### config.mk
export PLATFORM = sky130hd
export DESIGN_NAME = uart_tx_framer
export DESIGN_NICKNAME = d
export VERILOG_FILES = /design/src/rtl/uart_tx_framer.sv
export SDC_FILE = /design/constraint.sdc
export NUM_CORES = 1
export LEC_CHECK = 0
export CAP_MARGIN = 20
export CORE_MARGIN = 2
export CORE_UTILIZATION = 40
export DETAILED_ROUTE_END_ITERATION = 10
export PLACE_DENSITY = 0.59
export SYNTH_ARGS = -nofsm -noshare
export SYNTH_HDL_FRONTEND = slang
export SYNTH_SLANG_ARGS = --single-unit
### constraint.sdc
create_clock -name clk -period 1.9 [get_ports clk]
set_input_delay 0.285 -clock clk [delete_from_list [all_inputs] [get_ports clk]]
set_output_delay 0.285 -clock clk [all_outputs]
set_load 0.05 [all_outputs]
### src/rtl/uart_tx_framer.sv
// UART transmit framer: start bit, DATA_BITS LSB first, optional parity, STOP_BITS stop bits.
// Define UART_TX_PARITY_EN to compile in the parity bit (PARITY_ODD selects odd parity).
module uart_tx_framer #(
  parameter int CLKS_PER_BIT = 868,
  parameter int DATA_BITS    = 8,
  parameter int STOP_BITS    = 1,
  parameter int PARITY_ODD   = 0
) (
  input  logic                 clk,
  input  logic                 reset,
  input  logic [DATA_BITS-1:0] in,
  input  logic                 valid,
  output logic                 ready,
  output logic                 tx,
  output logic                 busy
);

  localparam int CW = (CLKS_PER_BIT > 2) ? $clog2(CLKS_PER_BIT) : 1;
  localparam int BW = $clog2(DATA_BITS);

  if (CLKS_PER_BIT < 2) begin : g_bad_cpb
    $error("uart_tx_framer: CLKS_PER_BIT must be >= 2");
  end
  if (DATA_BITS < 5 || DATA_BITS > 8) begin : g_bad_db
    $error("uart_tx_framer: DATA_BITS must be 5..8");
  end
  if (STOP_BITS != 1 && STOP_BITS != 2) begin : g_bad_sb
    $error("uart_tx_framer: STOP_BITS must be 1 or 2");
  end
  if (PARITY_ODD != 0 && PARITY_ODD != 1) begin : g_bad_par
    $error("uart_tx_framer: PARITY_ODD must be 0 or 1");
  end

  typedef enum logic [2:0] {
    S_IDLE,
    S_START,
    S_DATA,
`ifdef UART_TX_PARITY_EN
    S_PARITY,
`endif
    S_STOP
  } state_t;

  state_t                 state_q;
  logic [CW-1:0]          cnt_q;
  logic [BW-1:0]          bit_q;
  logic [DATA_BITS-1:0]   shift_q;
  logic                   tx_q;
  logic                   bit_end_d;
`ifdef UART_TX_PARITY_EN
  logic                   par_q;
`endif

  assign bit_end_d = (cnt_q == CW'(CLKS_PER_BIT - 1));

  // bit_q counts data bits in DATA and stop bits in STOP; it is 0 on entry to both.
  always_ff @(posedge clk or posedge reset) begin
    if (reset) begin
      state_q <= S_IDLE;
      cnt_q   <= '0;
      bit_q   <= '0;
      shift_q <= '0;
      tx_q    <= 1'b1;
`ifdef UART_TX_PARITY_EN
      par_q   <= 1'b0;
`endif
    end else if (state_q == S_IDLE) begin
      cnt_q <= '0;
      bit_q <= '0;
      if (valid) begin
        shift_q <= in;
        tx_q    <= 1'b0;
        state_q <= S_START;
`ifdef UART_TX_PARITY_EN
        par_q   <= (^in) ^ (PARITY_ODD != 0);
`endif
      end
    end else if (!bit_end_d) begin
      cnt_q <= cnt_q + 1'b1;
    end else begin
      cnt_q <= '0;
      case (state_q)
        S_START: begin
          state_q <= S_DATA;
          tx_q    <= shift_q[0];
        end
        S_DATA: begin
          if (bit_q == BW'(DATA_BITS - 1)) begin
            bit_q   <= '0;
`ifdef UART_TX_PARITY_EN
            state_q <= S_PARITY;
            tx_q    <= par_q;
`else
            state_q <= S_STOP;
            tx_q    <= 1'b1;
`endif
          end else begin
            bit_q   <= bit_q + 1'b1;
            shift_q <= shift_q >> 1;
            tx_q    <= shift_q[1];
          end
        end
`ifdef UART_TX_PARITY_EN
        S_PARITY: begin
          state_q <= S_STOP;
          tx_q    <= 1'b1;
        end
`endif
        S_STOP: begin
          tx_q <= 1'b1;
          if (bit_q == BW'(STOP_BITS - 1)) begin
            bit_q   <= '0;
            state_q <= S_IDLE;
          end else begin
            bit_q <= bit_q + 1'b1;
          end
        end
        default: begin
          state_q <= S_IDLE;
          tx_q    <= 1'b1;
        end
      endcase
    end
  end

  assign ready = (state_q == S_IDLE);
  assign busy  = ~ready;
  assign tx    = tx_q;

endmodule
* After elaboration in Yosys (flattened, before gate mapping)
Cells that the tools add are included.
** Operators by class
- Add/subtract/negate cells :: 2
- Eq/ne operators :: 9
- Muxes and demuxes :: 23
- Bitwise logic cells :: 1
- Reductions and logical operators :: 9
** Operators by type and width (number)
- 8-bit 2-to-1 mux :: 5
- 3-bit 2-to-1 mux :: 9
- 10-bit 2-to-1 mux :: 2
- 10-bit by 1-bit adder with 10-bit output, second input constant :: 1
- 10-bit == test, second input constant :: 1
- 3-bit one-hot mux with 3 select lines :: 1
- 4-bit AND reduction :: 2
- 3-bit by 2-bit == test with 1-bit output, second input constant :: 2
- 3-bit logical NOT :: 2
- 3-bit inequality test, second input constant :: 2
- 3-bit one-hot mux with 2 select lines :: 1
- 1-bit 2-to-1 mux :: 4
- 2-bit inequality test, second input constant :: 2
- 2-bit AND reduction :: 2
- 2-bit nonzero test :: 2
- 3-bit by 1-bit adder with 3-bit output, second input constant :: 1
- 3-bit by 1-bit == test with 1-bit output, second input constant :: 1
- 3-bit == test, second input constant :: 1
- 3-bit nonzero test :: 1
- 1-bit one-hot mux with 2 select lines :: 1
- 1-bit NOT :: 1
** Storage, ports and cells
- Bits in registers :: 25
- Output and inout port bits :: 3
- Word-level logic and storage cells :: 49

* Longest topological paths before layout
Gate-level depths: netlist (run 1).
- Depth after elaboration :: 5
- Depth in mapped cells :: 9
- Depth with buffers taken out :: 7

* Worst setup path after synthesis (run 1)
OpenSTA, ideal clock, no wires.
- Kind :: reg2reg
- Start point :: reg state_q[1]
- End point :: reg shift_q[0]
- Library setup time :: 0.123 ns
- Arrival :: 2.166 ns
- Required time :: 1.777 ns
- Slack :: -0.390 ns
- Stages on the path, launching flop included :: 9
- Path buffers :: 2
- Period minus slack after synthesis :: 2.290 ns
- Path through :: dfrtp_1 -> inv_1 -> ha_1 -> buf_6 -> inv_1 -> and3_1 -> a21boi_2 -> buf_2 -> o21ai_1
** Between the ends
- Longest elaborated chain between the ends :: 3
- Elaborated cells on any way between the ends :: 8
- Those cells by class :: eq/ne (3); mux (1); reduce/logical (4)
** RTL lines
- start, declared :: RTL line 44 : state_t state_q;
- start signal, assigned :: RTL line 59 : state_q <= S_IDLE;
- start signal, assigned :: RTL line 73 : state_q <= S_START;
- start signal, assigned :: RTL line 84 : state_q <= S_DATA;
- 3-bit logical NOT *
- named net ready :: RTL line 13 : output logic ready,
- 2-bit inequality test (no line) or 2-bit nonzero test (tied branches)
- 4-bit AND reduction (no line)
- end signal, assigned :: RTL line 71 : shift_q <= in;
- end signal, assigned :: RTL line 99 : shift_q <= shift_q >> 1;
- end, declared :: RTL line 47 : logic [DATA_BITS-1:0] shift_q;
The timed path passes the listed nets; every way through them passes the cells marked *.
A chain may end at the register's enable or synchronous reset.

* Worst setup path after layout (run 1)
- Start point :: reg cnt_q[0]
- End point :: reg bit_q[0]
** Between the ends
- Longest elaborated chain between the ends :: 3
** RTL lines
- start, declared :: RTL line 45 : logic [CW-1:0] cnt_q;
- start signal, assigned :: RTL line 79 : cnt_q <= cnt_q + 1'b1;
- 10-bit == test :: RTL line 54 : assign bit_end_d = (cnt_q == CW'(CLKS_PER_BIT - 1));
- 2-bit nonzero test (no line)
- 2-bit AND reduction (no line)
- end signal, assigned :: RTL line 98 : bit_q <= bit_q + 1'b1;
- end signal, assigned :: RTL line 115 : bit_q <= bit_q + 1'b1;
- end, declared :: RTL line 46 : logic [BW-1:0] bit_q;
No other way between the ends.

==> results of run 1 <==
[power by group through the flow]
stage / clock network, mW / logic [mW] / registers [mW]
CTS: 0.386 / 0.0341 / 0.511
finish: 0.372 / 0.0329 / 0.511
floorplan: 0 / 0.00823 / 0.520
global route: 0.408 / 0.0371 / 0.511
detailed placement: 0 / 0.0339 / 0.520
global placement: 0 / 0.0337 / 0.520
[layer usage]
layer	vias up	wire [µm]
met5	-	0
met2	17	1080
li1	496	-
met3	2	87
met1	465	1180
met4	0	19
[sequential cells by signal, indices dropped and copies added, names as in the netlist]
signal   count
cnt_q       10
shift_q      8
bit_q        3
state_q      2
tx           1
[layout make-up]
type / instances / area [µm²] / area share
multi-input combinational: 96 / 686 / 0.415
sequential: 24 / 602 / 0.364
timing repair buffer: 21 / 211 / 0.128
tap: 44 / 55.1 / 0.0333
inverter: 11 / 45.0 / 0.0273
clock inverter: 1 / 30.0 / 0.0182
clock buffer: 3 / 22.5 / 0.0136
[kinds of logic (layout without fill, tap and decap cells)]
logic type                 count (synthesis)  count (layout)
and+or+nand+nor                           48              48
AOI/OAI and AO/OA                         25              25
DFF                                       24              24
buffers and inverters                     15              36
adders and majority gates                  8               8
xor gates and xnor gates                   8               8
muxes                                      7               7
[worst max-delay path, delay by kind of cell (launching register included)]
family,cells,cell delay [ns]
AND/OR/NAND/NOR,3,0.85
buffers and inverters,1,0.16
adder cells (fa/ha/maj),1,0.18
flip-flops,1,0.39
AO/OA/AOI/OAI,2,0.19
[path summary, 6_finish.rpt]
check,from,endpoint,cells after the start
setup reg to reg,cnt_q[0],bit_q[0],7
hold reg to reg,cnt_q[0],cnt_q[0],1
setup / recovery,cnt_q[0],bit_q[0],7
min in group clk,cnt_q[0],cnt_q[0],1
hold / removal,reset,cnt_q[2],3
max in group asynchronous,reset,tx,3
[cells in the mapped netlist (all sizes together) (2+ instances only)]
| cell | count | share of area |
|---|---|---|
| mux2i | 7 | 0.053 |
| inv | 11 | 0.031 |
| ha | 8 | 0.076 |
| nor3 | 2 | 0.0076 |
| dfrtp | 23 | 0.43 |
| nor2 | 16 | 0.045 |
| nand2 | 15 | 0.044 |
| o21ai | 13 | 0.049 |
| buf | 3 | 0.021 |
| a21oi | 5 | 0.022 |
| nand3 | 3 | 0.011 |
| a21o | 3 | 0.017 |
| xnor2 | 7 | 0.046 |
| nand4 | 3 | 0.014 |
| nor4 | 2 | 0.025 |
| and3 | 2 | 0.0094 |
[stage by stage]
step                      setup TNS [ns]  setup WS, ns  hold slack (ns)  std cells  instance area (µm²)
after CTS                              0       0.00833            0.285        197                 1600
after global placement                 0        0.0915            0.435        193                 1550
after detailed placement               0        0.0506            0.445        193                 1550
final                                  0        0.0712            0.285        200                 1650
after global routing             -0.0352       -0.0352            0.327        200                 1650
after floorplan                   -0.172       -0.0220            0.299        135                 1360
[what timing repair did]
item | 4_1_cts | 5_1_grt
resized for setup | 0 | 4
setup endpoints to repair | 0 | 20
buffers inserted | 0 | 3
==> metrics, run 1 <==
outcome=finished, final reports clean; Total GRT Usage=0.153; Final Wtd Congestion=between 0.7 and 0.8; post-route ant nets=0; Final Core Density=0.532; RSZ-0062 raised after global routing=true; IO buf count=13; maximum number of pins on one net before global-route repair=25; cell row count=20; Die Area=roughly 3800 µm²; clock skew=approximately 0.01 ns; Synth Area in Compound Gates=0.123; Core Area=3100 µm²; total power=between 0.9 and 1 mW; clk slew on worst S/H paths=0.14 ns; drc violations=0; Worst slew margin=0.789; global-route wire length before repair=between 4 and 5 mm; Clock power frac=0.406; number of global-route vias before repair=953; total CTS buffers=3; total global routing overflow=0; initial antenna violation count=0; Synth Area in Adders=0.0755; fin crit share=0.963; Die X-Extent=61.6 µm; ys flop type=dfrtp_1; Synth warnings=0; met2 usage=0.245; Critical Path End Type=flop; highest-count cells in the layout ignoring fill and taps=dfrtp_1 (23), nor2_1 (16), nand2_1 (14), o21ai_0 (10), clkdlybuf4s50_1 (10); Max clock buf depth=2; Synth Cell Area=~1300 µm²; P_leak=just over 0.7 nW; root buffer cell=clkbuf_4; clk_lat worst skew=0.32 ns; num ports=14; first-pass detailed-route iteration total=4; Setup Crit Path Kind=reg2reg; routed vias=between 900 and 1000; Fill cells=around 290; Flop pwr share=0.558; met3 Track Usage GR=0.0189; via/cell ratio=slightly below 5; Period minus WS final=1.83 ns; Routed WL per cell=roughly 12 µm; share of layout cells above drive strength 1=0.192; met1 usage=0.209; xor/xnor cell area share of the yosys netlist=0.0529; Post-Synthesis Cells=roughly 140; Sw Share=0.188; largest family of logic cells by synthesized area=simple AND/OR/NAND/NOR gates; Die Ht=approximately 62 µm; Post-Synth Simple-Gate Area=0.187; CTS Sinks=24; hold_buf cts=0; Layout area overhead=24.6%; Initial Utilization=0.427; Worst Hold Class=in2async; net switching power=approximately 0.17 mW; VDD IR-drop max=roughly 360 µV; DRT Wirelength=between 2 and 2.5 mm; crit path cell chain=ha_2 > or3b_4 > nor4_4 > buf_6 > a21oi_4 > nor4_2 > a21o_1; post-synthesis sequential area ratio=0.454; Post-Syn Nets=about 150; Final nets=176; combinational share of power=0.036; maxcap violations=0; Distinct cells, synth=33; DP Wirelength=between 1.5 and 2 mm; initial detailed-routing violation count=28; syn_area_per_cell=approximately 10 µm²; EDFF count, synth=0; Slew Limit Fails=0; Final setup viols=0; Worst Path Max Fanout=6; Antenna diodes=0; commonest non-fill, non-tap cell in the layout=dfrtp_1; Hold Fails Final Rpt=0; critical path's slowest cell=dfrtp_1; Worst Setup Start Kind=flop; power density over the cells=roughly 550 nW/µm²; H-Tree Depth=1; CP Data Arrival Time=2.09 ns; critical path's largest stage delay=just under 0.4 ns; R2R Setup Slk=0.07 ns; top achievable clock speed=547 MHz; Worst Max-Slew Pin Slew=0.316 ns; mux cell area share after synthesis=0.0529; CTS tree=done; Synth Register Bits=24; P_int=0.744 mW; required time of the worst setup path=roughly 2.2 ns; GRT Max-Usage Layer=met2; Async S/R FF share, synth=1.00
(Power assumes the default switching activity.)
==> run 2: changes to the inputs <==
Settings changed: CTS_BUF_LIST set to sky130_fd_sc_hd__clkbuf_4 sky130_fd_sc_hd__clkbuf_8, SKIP_CTS_REPAIR_TIMING set to 1.
==> results of run 2 <==
Final layout, timing and power as in run 1 (identical DEF).
